`src/rtl/prbs_mon_pkg.sv`:
```
// prbs_mon_pkg
//   Shared types and helpers for the PRBS7 (x^7 + x^6 + 1) lane monitor.
//   - state_t      : monitor FSM encoding, also driven out on state_o
//   - PRBS_TAP_*   : polynomial taps, b[n] = b[n-6] ^ b[n-7]
//   - prbs7_next4  : predicts the next 4-bit word from a 7-bit history
//   - popcount4    : number of set bits in a 4-bit mismatch vector
package prbs_mon_pkg;

  typedef enum logic [1:0] {
    ST_IDLE   = 2'd0,
    ST_ACQ    = 2'd1,
    ST_VERIFY = 2'd2,
    ST_LOCKED = 2'd3
  } state_t;

  localparam int PRBS_TAP_A = 6;
  localparam int PRBS_TAP_B = 7;

  // History layout: hist[0] is the newest bit, hist[6] the oldest, so the
  // bit k+1 positions back in time lives at hist[k].
  typedef struct packed {
    logic [3:0] bits;  // predicted word, bit 3 earliest in time
    logic [6:0] hist;  // history after the 4 predicted bits are appended
  } prbs_pred_t;

  // Generates four bits serially; each predicted bit is fed back into the
  // history before the next one is produced, and the first bit ends up in
  // bit 3 after the four left shifts.
  function automatic prbs_pred_t prbs7_next4(input logic [6:0] hist);
    prbs_pred_t pred;
    logic [6:0] h;
    logic       b;
    h         = hist;
    pred.bits = '0;
    for (int i = 0; i < 4; i++) begin
      b         = h[PRBS_TAP_A-1] ^ h[PRBS_TAP_B-1];
      pred.bits = {pred.bits[2:0], b};
      h         = {h[5:0], b};
    end
    pred.hist = h;
    return pred;
  endfunction

  function automatic logic [2:0] popcount4(input logic [3:0] v);
    return 3'(v[0]) + 3'(v[1]) + 3'(v[2]) + 3'(v[3]);
  endfunction

endpackage

```
`src/rtl/prbs_sat_counter.sv`:
```
// prbs_sat_counter
//   Saturating up-counter with synchronous clear. Clear wins over a
//   same-cycle increment; once all ones the count holds until cleared.
// Ports:
//   clk_i     in  1      clock
//   rst_i     in  1      asynchronous active-high reset
//   clear_i   in  1      synchronous clear to zero
//   inc_en_i  in  1      add inc_i this cycle
//   inc_i     in  INC_W  increment amount
//   count_o   out W      current count
module prbs_sat_counter #(
  parameter int W     = 32,
  parameter int INC_W = 3
) (
  input  logic             clk_i,
  input  logic             rst_i,
  input  logic             clear_i,
  input  logic             inc_en_i,
  input  logic [INC_W-1:0] inc_i,
  output logic [W-1:0]     count_o
);

  localparam int SUM_W = W + 1;

  // One extra bit catches the carry out that signals saturation.
  logic [W:0] sum;

  always_comb begin
    sum = {1'b0, count_o} + SUM_W'(inc_i);
  end

  // NOTE: sequential state uses non-blocking assignments so every register
  // samples pre-edge values regardless of process ordering.
  always_ff @(posedge clk_i or posedge rst_i) begin
    if (rst_i) begin
      count_o <= '0;
    end else if (clear_i) begin
      count_o <= '0;
    end else if (inc_en_i) begin
      count_o <= sum[W] ? '1 : sum[W-1:0];
    end
  end

endmodule

```
`src/rtl/prbs7_monitor_x2.sv`:
```
// prbs7_monitor_x2
//   Self-synchronising PRBS7 checker for the x2-geared RX lane (4 bits per
//   RX fabric clock, bit 3 earliest). Acquires the sequence from the line,
//   verifies it for LOCK_WORDS clean words, then free-runs its own predictor
//   while counting errored bits and words. Too many errored words inside one
//   WIN_WORDS window drop the monitor back to acquisition.
// Ports:
//   clk_i          in  1      RX fabric clock
//   rst_i          in  1      asynchronous active-high reset
//   prbs_en_i      in  1      enable; low forces IDLE
//   clear_i        in  1      zero the statistics counters and lock_lost_o
//   data_in_i      in  4      received word, bit 3 earliest
//   locked_o       out 1      high while LOCKED
//   err_o          out 1      one-cycle pulse per errored LOCKED word
//   lock_lost_o    out 1      sticky, set on LOCKED -> ACQ
//   bit_err_cnt_o  out CNT_W  saturating count of mismatched bits
//   word_cnt_o     out CNT_W  saturating count of LOCKED words
//   state_o        out 2      0 IDLE, 1 ACQ, 2 VERIFY, 3 LOCKED
module prbs7_monitor_x2
  import prbs_mon_pkg::*;
#(
  parameter int LOCK_WORDS  = 16,
  parameter int WIN_WORDS   = 64,
  parameter int LOSS_THRESH = 8,
  parameter int CNT_W       = 32
) (
  input  logic             clk_i,
  input  logic             rst_i,
  input  logic             prbs_en_i,
  input  logic             clear_i,
  input  logic [3:0]       data_in_i,
  output logic             locked_o,
  output logic             err_o,
  output logic             lock_lost_o,
  output logic [CNT_W-1:0] bit_err_cnt_o,
  output logic [CNT_W-1:0] word_cnt_o,
  output logic [1:0]       state_o
);

  // Sized for the largest legal LOCK_WORDS (255) and WIN_WORDS (1023).
  localparam int CLEAN_CW = 8;
  localparam int WIN_CW   = 10;

  state_t              state_q, state_d;
  logic [6:0]          hist_q;
  logic                acq_phase_q;
  logic [CLEAN_CW-1:0] clean_cnt_q;
  logic [WIN_CW-1:0]   win_cnt_q;
  logic [WIN_CW-1:0]   errw_cnt_q;
  logic                err_q;
  logic                lock_lost_q;

  prbs_pred_t          pred;
  logic [2:0]          mism;
  logic                word_err;
  logic                verify_err;
  logic                in_locked;
  logic [WIN_CW-1:0]   errw_inc;
  logic                loss_event;
  logic                win_end;

  // ---------------------------------------------------------------------
  // Prediction and compare
  // ---------------------------------------------------------------------
  always_comb begin
    pred       = prbs7_next4(hist_q);
    mism       = popcount4(pred.bits ^ data_in_i);
    word_err   = (mism != 3'd0);
    // An all-zero history predicts all zeros forever; refuse to accept it.
    verify_err = word_err || (hist_q == 7'd0);
    in_locked  = (state_q == ST_LOCKED);
    errw_inc   = errw_cnt_q + 1'b1;
    loss_event = in_locked && word_err && (errw_inc == WIN_CW'(LOSS_THRESH));
    win_end    = (win_cnt_q == WIN_CW'(WIN_WORDS - 1));
  end

  // ---------------------------------------------------------------------
  // FSM: state register / next state / outputs
  // ---------------------------------------------------------------------
  always_ff @(posedge clk_i or posedge rst_i) begin
    if (rst_i) begin
      state_q <= ST_IDLE;
    end else begin
      state_q <= state_d;
    end
  end

  // NOTE: state_d takes a default before the case so every path assigns it
  // and no latch is inferred.
  always_comb begin
    state_d = state_q;
    if (!prbs_en_i) begin
      state_d = ST_IDLE;
    end else begin
      case (state_q)
        ST_IDLE:   state_d = ST_ACQ;
        ST_ACQ:    if (acq_phase_q) state_d = ST_VERIFY;
        ST_VERIFY: begin
          if (verify_err) begin
            state_d = ST_ACQ;
          end else if (clean_cnt_q == CLEAN_CW'(LOCK_WORDS - 1)) begin
            state_d = ST_LOCKED;
          end
        end
        ST_LOCKED: if (loss_event) state_d = ST_ACQ;
        default:   state_d = ST_IDLE;
      endcase
    end
  end

  always_comb begin
    locked_o    = in_locked;
    state_o     = state_q;
    err_o       = err_q;
    lock_lost_o = lock_lost_q;
  end

  // ---------------------------------------------------------------------
  // History, acquisition, verify and window counters
  // ---------------------------------------------------------------------
  always_ff @(posedge clk_i or posedge rst_i) begin
    if (rst_i) begin
      hist_q      <= '0;
      acq_phase_q <= 1'b0;
      clean_cnt_q <= '0;
      win_cnt_q   <= '0;
      errw_cnt_q  <= '0;
      err_q       <= 1'b0;
      lock_lost_q <= 1'b0;
    end else begin
      err_q       <= in_locked && word_err;
      acq_phase_q <= 1'b0;

      // A loss event is a set; it overrides a same-cycle clear.
      if (loss_event && prbs_en_i) begin
        lock_lost_q <= 1'b1;
      end else if (clear_i) begin
        lock_lost_q <= 1'b0;
      end

      case (state_q)
        ST_IDLE: begin
          clean_cnt_q <= '0;
        end
        ST_ACQ: begin
          // Two words fill the 7-bit history (the oldest of 8 bits drops).
          hist_q      <= {hist_q[2:0], data_in_i};
          acq_phase_q <= ~acq_phase_q;
          clean_cnt_q <= '0;
        end
        ST_VERIFY: begin
          hist_q      <= {hist_q[2:0], data_in_i};
          clean_cnt_q <= verify_err ? '0 : clean_cnt_q + 1'b1;
          win_cnt_q   <= '0;
          errw_cnt_q  <= '0;
        end
        ST_LOCKED: begin
          // Free-run on the prediction so line errors cannot corrupt it.
          hist_q <= pred.hist;
          if (loss_event) begin
            win_cnt_q  <= '0;
            errw_cnt_q <= '0;
          end else if (win_end) begin
            win_cnt_q  <= '0;
            errw_cnt_q <= '0;
          end else begin
            win_cnt_q  <= win_cnt_q + 1'b1;
            errw_cnt_q <= word_err ? errw_inc : errw_cnt_q;
          end
        end
        default: begin
          clean_cnt_q <= '0;
        end
      endcase
    end
  end

  // ---------------------------------------------------------------------
  // Statistics
  // ---------------------------------------------------------------------
  prbs_sat_counter #(
    .W     (CNT_W),
    .INC_W (3)
  ) u_bit_err_cnt (
    .clk_i    (clk_i),
    .rst_i    (rst_i),
    .clear_i  (clear_i),
    .inc_en_i (in_locked),
    .inc_i    (mism),
    .count_o  (bit_err_cnt_o)
  );

  prbs_sat_counter #(
    .W     (CNT_W),
    .INC_W (1)
  ) u_word_cnt (
    .clk_i    (clk_i),
    .rst_i    (rst_i),
    .clear_i  (clear_i),
    .inc_en_i (in_locked),
    .inc_i    (1'b1),
    .count_o  (word_cnt_o)
  );

endmodule

```
`config.mk`:
```
export PLATFORM = sky130hd
export DESIGN_NAME = prbs7_monitor_x2
export DESIGN_NICKNAME = d
export VERILOG_FILES = /design/src/rtl/prbs_mon_pkg.sv /design/src/rtl/prbs_sat_counter.sv /design/src/rtl/prbs7_monitor_x2.sv
export SDC_FILE = /design/constraint.sdc
export NUM_CORES = 1
export LEC_CHECK = 0
export ABC_AREA = 1
export CAP_MARGIN = 40
export CORE_ASPECT_RATIO = 0.75
export CORE_MARGIN = 1
export CORE_UTILIZATION = 49
export CTS_CLUSTER_DIAMETER = 80
export DETAILED_ROUTE_END_ITERATION = 16
export PLACE_DENSITY = 0.72
export SYNTH_ARGS = -nofsm -noshare
export SYNTH_HDL_FRONTEND = slang
export SYNTH_SLANG_ARGS = --single-unit
```
`constraint.sdc`:
```
create_clock -name clk_i -period 5.2 [get_ports clk_i]
set_input_delay 1.56 -clock clk_i [delete_from_list [all_inputs] [get_ports clk_i]]
set_output_delay 1.56 -clock clk_i [all_outputs]
set_load 0.005 [all_outputs]
```
==> impl_results.md <==
- Worst setup startpoint: data_in_i[1]
- Diodes inserted: 0
- Initial antenna violation count: 0
- # Max-Cap Violations: 0
- CTS Hold Bufs: 0
- Element type at the critical path end: register
- Total core area: roughly 13,000 um^2
- FF-to-FF Start: hist_q[3]
- Detailed Route WL: ~17,000 um
- Crit Path Max Fanout: 16
- Ratio of cells with drive above 1 in the final layout: slightly below 7%
- Area share of the largest cell type after synthesis: around two fifths
- Top FF cell, synth: dfrtp_1
- HPWL after detailed placement: 12,400 um
- Synth Warn #: 0
- Largest cells by area after synthesis: dfrtp_1, nand2_1, inv_1
- Die height: 104 um
- Clock sinks: approximately 100
- Htree depth: 3
- Status: complete, no violations
- Synth async-reset ratio: between 90% and 100%
- Synth area leader: dfrtp_1
- Global-route wire length before repair: 29,300 um
- Die area: between 10,000 and 15,000 um^2
- Skew final: between 10 and 15 ps
- Post-CTS sizing: 0
- Residual DRC count: 0
- Clock Latency Late Sink: about 360 ps
- Initial DRC count: 532
- Remaining antenna violation count: 0
- Reported leakage power: around 3.7 nW
- Final net count: roughly 1,100
- Clk buf depth: 2
- Worst-margin pin slew: roughly 730 ps
- Clock slew at reported path FFs: approximately 70 ps
- Final Wtd Congestion: between 0.8 and 0.9
- CP Class: input port to register
- P per Cell Area: slightly below 300 nW/um^2
- Number of synthesized flops with an enable pin: 0
- Peak VDD IR: roughly 0.0003 V
- Worst Hold Class: register to register
- Setup TNS: 0 ps
- Grt ovf: 0
- Row count: 36
- Area Growth Syn to Fin: 19.1%
- Tmin final: roughly 4700 ps
- Cell variety after synth: 43
- DR WL/cell: roughly 14 um
- Vias in the first global route: a little under 6,000
- CTS tree: built
- Vias per inst: between 5 and 6
- Max Slew Vio Count: 0
- Slew margin rel.: between 50% and 60%
- Post-synthesis sequential area ratio: between 30% and 40%
- Post-Syn Nets: ~980
- Max Clk Rate: approximately 210 MHz
- Synth Area per Inst: a little over 7 um^2
- CTS Root Cell: clkbuf_16
- Initial core utilization: roughly half
- Synth Register Bits: around 100
- Data arrival, critical path: about 5000 ps
- Setup bufs post-CTS: 0
- Final Setup Violations: 0
- Buffers on Ports: 76
- CTS Buf Count: 9
- Post-synthesis cell count: between 900 and 1,000
- Hold Vio Cnt, Final: 0
- RSZ-0062 raised after global routing: no
- R2R depth: 21
- Post-Place Setup Slack: 101 ps
- Largest net degree at the start of global routing: 65
- Worst Hold Depth: 1
- Die width: ~140 um
- Io pins: 77
- Setup ws final: between 400 and 500 ps
- Final Cycle Share: 90.5%
- Vias: roughly 6,400
- GRT Util Overall: 24.8%
- Required time of the critical path: between 5000 and 6000 ps
- Startpoint Class: input port
- Reg2Reg Setup Slack: ~1400 ps
- Cell area after synthesis: 6800 um^2
- CP endpoint: u_bit_err_cnt.count_o[10]
- Layout fillers: ~1,200
- Reg2reg end: u_bit_err_cnt.count_o[10]
- TritonRoute pass-1 iters: 5
-- synth_stat cells, types with 2 or more instances --
library cell / instances
o21ai_0: 72
inv_1: 121
fa_1: 2
nand3_1: 76
nor2_1: 84
inv_2: 6
nor2_2: 8
nand3b_1: 9
xor2_1: 30
o211ai_1: 2
nand3_2: 4
a31oi_1: 3
a21oi_1: 11
nor3_2: 4
nor3_1: 24
buf_2: 10
nand2_1: 264
clkbuf_1: 9
nor4_1: 8
nand2_2: 11
or2_2: 3
a21o_1: 3
o21ai_1: 18
dfrtp_1: 104
xnor2_1: 6
nand4_1: 21
nor2_4: 5
o22ai_1: 7
ha_1: 17
-- metrics by stage --
stage	area, um^2	util, %	power, mW	hold WS, ps	cells
detailed placement	7790	58.9	1.68	403	1191
floorplan	6800	-	1.47	388	956
CTS	8100	61.2	2.40	414	1207
finish	8100	61.2	2.39	416	1207
global placement	7770	58.6	1.66	400	1190
global route	8100	61.2	2.55	434	1207
-- critical path, cell delays in order --
cell and delay (ps):
clkdlybuf4s50_1 430, xor2_1 190, fa_1 530, inv_1 50, ha_1 200, ha_1 300, inv_1 70, fa_1 420
inv_1 70, nand2_1 50, nand2_2 80, nand3_2 100, nor2_2 140, nand2_2 100, nor2_4 110, nand2_2 150
buf_12 200, o21ai_1 90, nand2_1 60, o21ai_0 70
-- report_power, final --
part           switching (mW)  leakage, nW  internal [mW]
combinational           0.454         2.08          0.276
clock                   0.312        0.149          0.401
sequential             0.0665         1.43          0.883
-- cell families after synthesis --
group | after synthesis | share of synthesized area, %
xor gates and xnor gates | 36 | 4.63
AOI/OAI and AO/OA | 121 | 9.60
buffers and inverters | 148 | 8.57
and+or+nand+nor | 528 | 35.2
adders and majority gates | 19 | 3.72
DFF | 104 | 38.3
-- layout make-up --
type                       instances  area [um^2]  area share, %
clock buffer                      12          256           3.17
clock inverter                     4         51.3          0.633
inverter                         127          479           5.92
multi-input combinational        704         3620           44.7
sequential                       104         2600           32.1
tap                              171          214           2.64
timing repair buffer              85          873           10.8
-- flip-flops by register name, summed over array words and instances (netlist names) --
register               count
acq_phase_q                1
hist_q                     7
clean_cnt_q                8
err_o                      1
u_word_cnt.count_o        32
state_o                    2
errw_cnt_q                10
lock_lost_o                1
win_cnt_q                 10
u_bit_err_cnt.count_o     32
-- cell usage in the layout, fill, tap and decap left out, types with 4 or more instances in the layout --
master             n
nand2_1          264
inv_1            120
dfrtp_1          104
nor2_1            83
nand3_1           76
clkdlybuf4s50_1   76
o21ai_0           72
xor2_1            30
nor3_1            24
nand4_1           21
o21ai_1           18
ha_1              17
nand2_2           11
a21oi_1           11
nand3b_1           9
clkbuf_16          9
nor2_2             8
nor4_1             8
o22ai_1            7
inv_2              6
nor2_4             6
xnor2_1            6
buf_4              6
nand3_2            4
nor3_2             4
-- worst min path at each step --
stage	startpoint	slack (ps)	to
floorplan	acq_phase_q	390	acq_phase_q
global placement	acq_phase_q	400	acq_phase_q
finish	acq_phase_q	420	acq_phase_q
global route	acq_phase_q	430	acq_phase_q
CTS	acq_phase_q	410	acq_phase_q
detailed placement	acq_phase_q	400	acq_phase_q
-- metal layers --
layer  vias up  global-route usage [%]  routed length, um
li1       3239                       -                  -
met1      2940                    37.9               8620
met2       227                    35.7               6940
met3        20                    4.47               1150
met4         0                    6.36                228
met5         -                       0                  0
Note: power is estimated with default switching activity, not from simulation.
